[src/rtl/wb_copy_master_pkg.sv]
// Shared definitions for wb_copy_master: CSR register map, CTRL bit positions,
// FSM state encoding and the STAT word packing helper.
package wb_copy_master_pkg;

   // CSR register offsets selected by csr_a[1:0]
   localparam logic [1:0] REG_SRC  = 2'd0;
   localparam logic [1:0] REG_DST  = 2'd1;
   localparam logic [1:0] REG_LEN  = 2'd2;
   localparam logic [1:0] REG_CTRL = 2'd3;

   // CTRL write bit positions
   localparam int CTRL_START = 0;
   localparam int CTRL_ABORT = 1;
   localparam int CTRL_IE    = 2;
   localparam int CTRL_CLEAR = 3;

   // Copy engine states; the *_GAP states hold cyc/stb low for one cycle after an ack
   typedef enum logic [2:0] {
      ST_IDLE   = 3'd0,
      ST_RD_REQ = 3'd1,
      ST_RD_GAP = 3'd2,
      ST_WR_REQ = 3'd3,
      ST_WR_GAP = 3'd4,
      ST_FIN    = 3'd5
   } state_t;

   // STAT read layout: [31:16] words remaining, [4] ie, [3] aborted, [2] err, [1] done, [0] busy
   function automatic logic [31:0] pack_stat(input logic [15:0] rem,
                                             input logic        ie,
                                             input logic        aborted,
                                             input logic        err,
                                             input logic        done,
                                             input logic        busy);
      return {rem, 11'd0, ie, aborted, err, done, busy};
   endfunction

endpackage

[src/rtl/wb_copy_master.sv]
// wb_copy_master: CSR-programmed Wishbone initiator that copies LEN 32-bit words
// from SRC to DST, one classic read followed by one classic write per word,
// with a single word buffered between the two beats.
module wb_copy_master
   import wb_copy_master_pkg::*;
#(
   parameter logic [3:0] csr_addr = 4'h2
) (
   input  logic        sys_clk,
   input  logic        sys_rst_n,
   input  logic [13:0] csr_a,
   input  logic        csr_we,
   input  logic [31:0] csr_di,
   output logic [31:0] csr_do,
   output logic [31:0] wb_adr_o,
   output logic [31:0] wb_dat_o,
   input  logic [31:0] wb_dat_i,
   output logic [3:0]  wb_sel_o,
   output logic [2:0]  wb_cti_o,
   output logic        wb_we_o,
   output logic        wb_cyc_o,
   output logic        wb_stb_o,
   input  logic        wb_ack_i,
   input  logic        wb_err_i,
   output logic        irq
);

   state_t      state, state_next;

   // programmed registers
   logic [31:0] src, dst;
   logic [15:0] len;
   logic        ie;

   // transfer working state
   logic [31:0] cur_src, cur_dst, buffer;
   logic [15:0] rem;
   logic        done, err, aborted, abort_pending;

   logic        busy, csr_sel, csr_wr, ctrl_wr;
   logic        start_req, abort_req, clear_req, abort_now;
   logic [31:0] csr_rdata;
   logic        unused_bits;

   assign busy      = (state != ST_IDLE);
   assign csr_sel   = (csr_a[13:10] == csr_addr);
   assign csr_wr    = csr_sel && csr_we;
   assign ctrl_wr   = csr_wr && (csr_a[1:0] == REG_CTRL);
   // start is honoured only from IDLE, abort only while busy, so start wins a combined write in IDLE
   assign start_req = ctrl_wr && csr_di[CTRL_START] && !busy;
   assign abort_req = ctrl_wr && csr_di[CTRL_ABORT] && busy;
   assign clear_req = ctrl_wr && csr_di[CTRL_CLEAR];
   assign abort_now = abort_pending || abort_req;

   assign wb_sel_o    = 4'hf;
   assign wb_cti_o    = 3'b000;
   assign irq         = done && ie;
   assign unused_bits = ^csr_a[9:2];

   // CSR read mux: selects the register addressed by csr_a[1:0]
   always_comb begin
      unique case (csr_a[1:0])
         REG_SRC:  csr_rdata = src;
         REG_DST:  csr_rdata = dst;
         REG_LEN:  csr_rdata = {16'd0, len};
         default:  csr_rdata = pack_stat(rem, ie, aborted, err, done, busy);
      endcase
   end

   // CSR register writes and registered read data
   always_ff @(posedge sys_clk) begin
      if (!sys_rst_n) begin
         src    <= '0;
         dst    <= '0;
         len    <= '0;
         ie     <= 1'b0;
         csr_do <= '0;
      end else begin
         if (csr_wr) begin
            unique case (csr_a[1:0])
               REG_SRC:  if (!busy) src <= {csr_di[31:2], 2'b00};
               REG_DST:  if (!busy) dst <= {csr_di[31:2], 2'b00};
               REG_LEN:  if (!busy) len <= csr_di[15:0];
               default:  ie <= csr_di[CTRL_IE];
            endcase
         end
         csr_do <= csr_sel ? csr_rdata : '0;
      end
   end

   // State register
   always_ff @(posedge sys_clk) begin
      // NOTE: registers use non-blocking assignments so every flop samples pre-edge values.
      if (!sys_rst_n) state <= ST_IDLE;
      else            state <= state_next;
   end

   // Next-state and Wishbone outputs, decoded from the current state
   always_comb begin
      // NOTE: every output gets a default first, so no path can infer a latch.
      state_next = state;
      wb_cyc_o   = 1'b0;
      wb_stb_o   = 1'b0;
      wb_we_o    = 1'b0;
      wb_adr_o   = '0;
      wb_dat_o   = '0;
      unique case (state)
         ST_IDLE: begin
            if (start_req) state_next = (len == 16'd0) ? ST_FIN : ST_RD_REQ;
         end
         ST_RD_REQ: begin
            wb_cyc_o = 1'b1;
            wb_stb_o = 1'b1;
            wb_adr_o = cur_src;
            // err wins over a simultaneous ack; a pending abort takes effect once the beat ends
            if (wb_err_i)      state_next = ST_IDLE;
            else if (wb_ack_i) state_next = abort_now ? ST_IDLE : ST_RD_GAP;
         end
         ST_RD_GAP: begin
            state_next = abort_now ? ST_IDLE : ST_WR_REQ;
         end
         ST_WR_REQ: begin
            wb_cyc_o = 1'b1;
            wb_stb_o = 1'b1;
            wb_we_o  = 1'b1;
            wb_adr_o = cur_dst;
            wb_dat_o = buffer;
            if (wb_err_i)            state_next = ST_IDLE;
            else if (wb_ack_i) begin
               if (abort_now)        state_next = ST_IDLE;
               else if (rem == 16'd1) state_next = ST_FIN;
               else                  state_next = ST_WR_GAP;
            end
         end
         ST_WR_GAP: begin
            state_next = abort_now ? ST_IDLE : ST_RD_REQ;
         end
         ST_FIN: begin
            state_next = ST_IDLE;
         end
         default: state_next = ST_IDLE;
      endcase
   end

   // Transfer datapath: addresses, remaining count, word buffer and status flags
   always_ff @(posedge sys_clk) begin
      if (!sys_rst_n) begin
         cur_src       <= '0;
         cur_dst       <= '0;
         buffer        <= '0;
         rem           <= '0;
         done          <= 1'b0;
         err           <= 1'b0;
         aborted       <= 1'b0;
         abort_pending <= 1'b0;
      end else begin
         if (clear_req) begin
            done <= 1'b0;
            err  <= 1'b0;
         end
         if (abort_req) abort_pending <= 1'b1;
         unique case (state)
            ST_IDLE: begin
               if (start_req) begin
                  cur_src       <= src;
                  cur_dst       <= dst;
                  rem           <= len;
                  done          <= 1'b0;
                  err           <= 1'b0;
                  aborted       <= 1'b0;
                  abort_pending <= 1'b0;
               end
            end
            ST_RD_REQ: begin
               if (wb_err_i) begin
                  err           <= 1'b1;
                  done          <= 1'b0;
                  abort_pending <= 1'b0;
               end else if (wb_ack_i) begin
                  buffer <= wb_dat_i;
                  if (abort_now) begin
                     aborted       <= 1'b1;
                     abort_pending <= 1'b0;
                  end
               end
            end
            ST_RD_GAP, ST_WR_GAP: begin
               if (abort_now) begin
                  aborted       <= 1'b1;
                  abort_pending <= 1'b0;
               end
            end
            ST_WR_REQ: begin
               if (wb_err_i) begin
                  err           <= 1'b1;
                  done          <= 1'b0;
                  abort_pending <= 1'b0;
               end else if (wb_ack_i) begin
                  // addresses wrap modulo 2^32 without any special handling
                  cur_src <= cur_src + 32'd4;
                  cur_dst <= cur_dst + 32'd4;
                  rem     <= rem - 16'd1;
                  if (abort_now) begin
                     aborted       <= 1'b1;
                     abort_pending <= 1'b0;
                  end
               end
            end
            ST_FIN: begin
               done <= 1'b1;
            end
            default: ;
         endcase
      end
   end

endmodule
[config.mk]
export PLATFORM = sky130hd
export DESIGN_NAME = wb_copy_master
export DESIGN_NICKNAME = d
export VERILOG_FILES = /design/src/rtl/wb_copy_master_pkg.sv /design/src/rtl/wb_copy_master.sv
export SDC_FILE = /design/constraint.sdc
export NUM_CORES = 1
export LEC_CHECK = 0
export ABC_AREA = 1
export CAP_MARGIN = 25
export CORE_UTILIZATION = 52
export DETAILED_ROUTE_END_ITERATION = 6
export PLACE_DENSITY = 0.78
export SLEW_MARGIN = 20
export SYNTH_ARGS = -nofsm -noshare
export SYNTH_HDL_FRONTEND = slang
export SYNTH_SLANG_ARGS = --single-unit
[constraint.sdc]
create_clock -name sys_clk -period 3.2 [get_ports sys_clk]
set_clock_uncertainty 0.1 [all_clocks]
set_input_delay 0.96 -clock sys_clk [delete_from_list [all_inputs] [get_ports sys_clk]]
set_output_delay 0.96 -clock sys_clk [all_outputs]
set_load 0.02 [all_outputs]
==> results.sh <==
export IMPL_status="complete, but fails checks"
export IMPL_violations="setup timing"
export IMPL_cp_start_kind="flop"
export IMPL_die_area_mm2=0.0226
export IMPL_syn_to_final_growth_pct=24.9
export IMPL_mostFrequentLayoutCell="nand2_1"
export IMPL_synth_edf_count=0
export IMPL_yosys_top_cells_area="dfxtp_1, nand2_1, o21ai_0"
export IMPL_internal_power_mw=5.72
export IMPL_die_h_um=150
export IMPL_cap_violations=0
export IMPL_slew_headroom_pct=57.7
export IMPL_cp_max_fo=16
export IMPL_wl_mm=38.4
export IMPL_path_class="reg -> out"
export IMPL_fin_crit_ps=3210
export IMPL_fin_util_pct=67.2
export IMPL_yosys_area_share_simple_pct=27.5
export IMPL_synth_top_area_share_pct=39.2
export IMPL_pwr_share_clk_pct=32.8
export IMPL_avgSynthCellArea_um2=6.45
export IMPL_min_period_over_period_pct=100
export IMPL_overflow=0
export IMPL_syn_inst=1775
export IMPL_drtIter0Drc=1297
export IMPL_grt_max_degree=76
export IMPL_total_power_mw=9.04
export IMPL_worst_pin_slew_ps=628
export IMPL_gp_congestion=0.973
export IMPL_die_w_um=150
export IMPL_synth_xor_area_share_pct=0.535
export IMPL_post_cts_setup_buffers=0
export IMPL_gr_usage_all_layers_pct=33.4
export IMPL_root_buffer="clkbuf_16"
export IMPL_core_area_mm2=0.0213
export IMPL_place_inst=2166
export IMPL_p_leak_nw=5.82
export IMPL_cts_tree="done"
export IMPL_finalMaxSlewViolations=0
export IMPL_layout_common_cells="nand2_1, nor2_1, dfxtp_1"
export IMPL_cts_num_sinks=224
export IMPL_power_frac_seq_pct=38.7
export IMPL_power_switching_mw=3.31
export IMPL_dr_pass1_iters=5
export IMPL_hp_class="reg -> reg"
export IMPL_ir_drop_mv=0.478
export IMPL_async_reset_ff_share_pct=0
export IMPL_ys_types=38
export IMPL_synth_top_family_by_area="simple AND/OR/NAND/NOR gates"
export IMPL_ios=190
export IMPL_max_freq_mhz=312
export IMPL_cts_buffers=25
export IMPL_grt_pass1_wl_mm=59.2
export IMPL_grt_setup_unrepaired="true"
export IMPL_htree_levels=1
export IMPL_vias=12400
export IMPL_clk_pin_slew_ps=60
export IMPL_yosys_register_bits=224
export IMPL_yosys_area_top_type="dfxtp_1"
export IMPL_io_buffers=172
export IMPL_setup_viol=1
export IMPL_routedWlPerCell_um=17.4
export IMPL_viasPerCell=5.59
export IMPL_clkLatencyLatePin_ps=550
export IMPL_start_util_pct=53.8
export IMPL_rows=53
export IMPL_synth_main_ff_cell="dfxtp_1"
export IMPL_synth_compound_area_share_pct=20.9
export IMPL_pwr_density_cell_mw_per_mm2=632
export IMPL_n_fill_cell=1920
export IMPL_synth_fa_ha_area_share_pct=0.437
export IMPL_drive_gt1_share_pct=6.10
export IMPL_sw_frac_of_total_pct=36.7
export IMPL_stdcell_count=2211
export IMPL_route_detailed_drc=0
export IMPL_hold_viol=0
export IMPL_syn_area_mm2=0.0115
export IMPL_drtAntennaViolNets=0
export IMPL_power_frac_comb_pct=28.4
export IMPL_yosysWarningCount=0
export IMPL_worst_slack_ps=-8.22
export IMPL_crit_arrival_ps=2150
export IMPL_synth_mux_area_share_pct=0
export IMPL_n_antenna_cell=0
export IMPL_end_kind="primary output"
export IMPL_grt_pass1_vias=11000
export IMPL_dp_hpwl_mm=27.5
export IMPL_whs_ps=354
export IMPL_clockBufferDepth=3
export IMPL_ys_seq_area_share_pct=39.2
export IMPL_crit_required_ps=2140
export IMPL_fin_nets=2005
export IMPL_antenna_found_initial=1
## cell families after synthesis
| logic type | Yosys count |
|---|---|
| xor+xnor | 7 |
| compound gates | 453 |
| flops | 224 |
| other cells | 2 |
| fa+ha+maj | 4 |
| buf+inv | 313 |
| simple gates | 772 |
## path summary, 6_finish.rpt
path | from | end | slack (ps) | cells past startpoint
setup / recovery | state[2] | wb_adr_o[19] | -8 | 5
hold / removal | buffer[1] | buffer[1] | 350 | 2
setup reg to reg | state[0] | cur_dst[23] | 790 | 12
hold reg to reg | buffer[1] | buffer[1] | 350 | 2
## per-layer routing
metal  vias to the layer above  wire length [um]  GRT usage [%]  share of wire [%]
met5                         -                13              0              0.034
met4                         2              1350           12.6                3.5
met3                        82              3270           4.52                8.5
met2                       557             17300           52.2                 45
met1                      5663             16500           46.7                 43
li1                       6048                 -              -                  -
## cells in the mapped netlist, types with 14 or more instances
master and count:
dfxtp_1 224, a21oi_1 173, nor2_1 233, nor3_1 24, nand2_1 395, clkbuf_1 53, nand3_1 82, a31oi_1 14
o22ai_1 20, inv_1 201, nand4_1 18, buf_2 30, o21ai_0 206
## power groups by stage
stage               registers (mW)  logic, mW  clock network [mW]
floorplan                     3.44       1.90                   0
global placement              3.53       2.47                   0
detailed placement            3.54       2.52                   0
CTS                           3.49       2.53                2.98
global route                  3.55       2.84                3.10
finish                        3.50       2.57                2.97
## area by class of cell
type                    instances  area [um2]  area share, %
clock buffers                  33         716           5.01
clock inverters                12         130          0.910
inverters                     211         796           5.57
multi-input cells            1245        5700           39.9
flip-flops and latches        224        4490           31.4
well taps                     275         344           2.41
repair buffers                211        2130           14.9
## per-stage QoR
| stage | TNS (ps) | setup WS, ps | cell area, um2 |
|---|---|---|---|
| 2_1_floorplan | 0 | 646 | 11500 |
| 3_3_place_gp | 0 | 140 | 13400 |
| 3_5_place_dp | 0 | 71.2 | 13400 |
| 4_1_cts | -104 | -56.2 | 14200 |
| 5_1_grt | -97.7 | -66.3 | 14300 |
| 6_report | -8.22 | -8.22 | 14300 |
## worst max-delay path: stages (launching register included)
cell and delay [ps]:
dfxtp_2 360, nor3_2 250, inv_2 150, buf_4 220, o21ai_0 250, dlygate4sd2_1 370
## sequential cells by signal, summed over array words and instances, names as in the netlist, 3 cells and up
| signal | cells |
|---|---|
| dst | 30 |
| state | 3 |
| cur_src | 30 |
| cur_dst | 30 |
| buffer | 32 |
| len | 16 |
| rem | 16 |
| src | 30 |
| csr_do | 32 |
## timing repair
action	4_1_cts	5_1_grt
resized for setup	48	50
setup endpoints to repair	63	53
hold buffers	0	0
(Power assumes the default switching activity.)
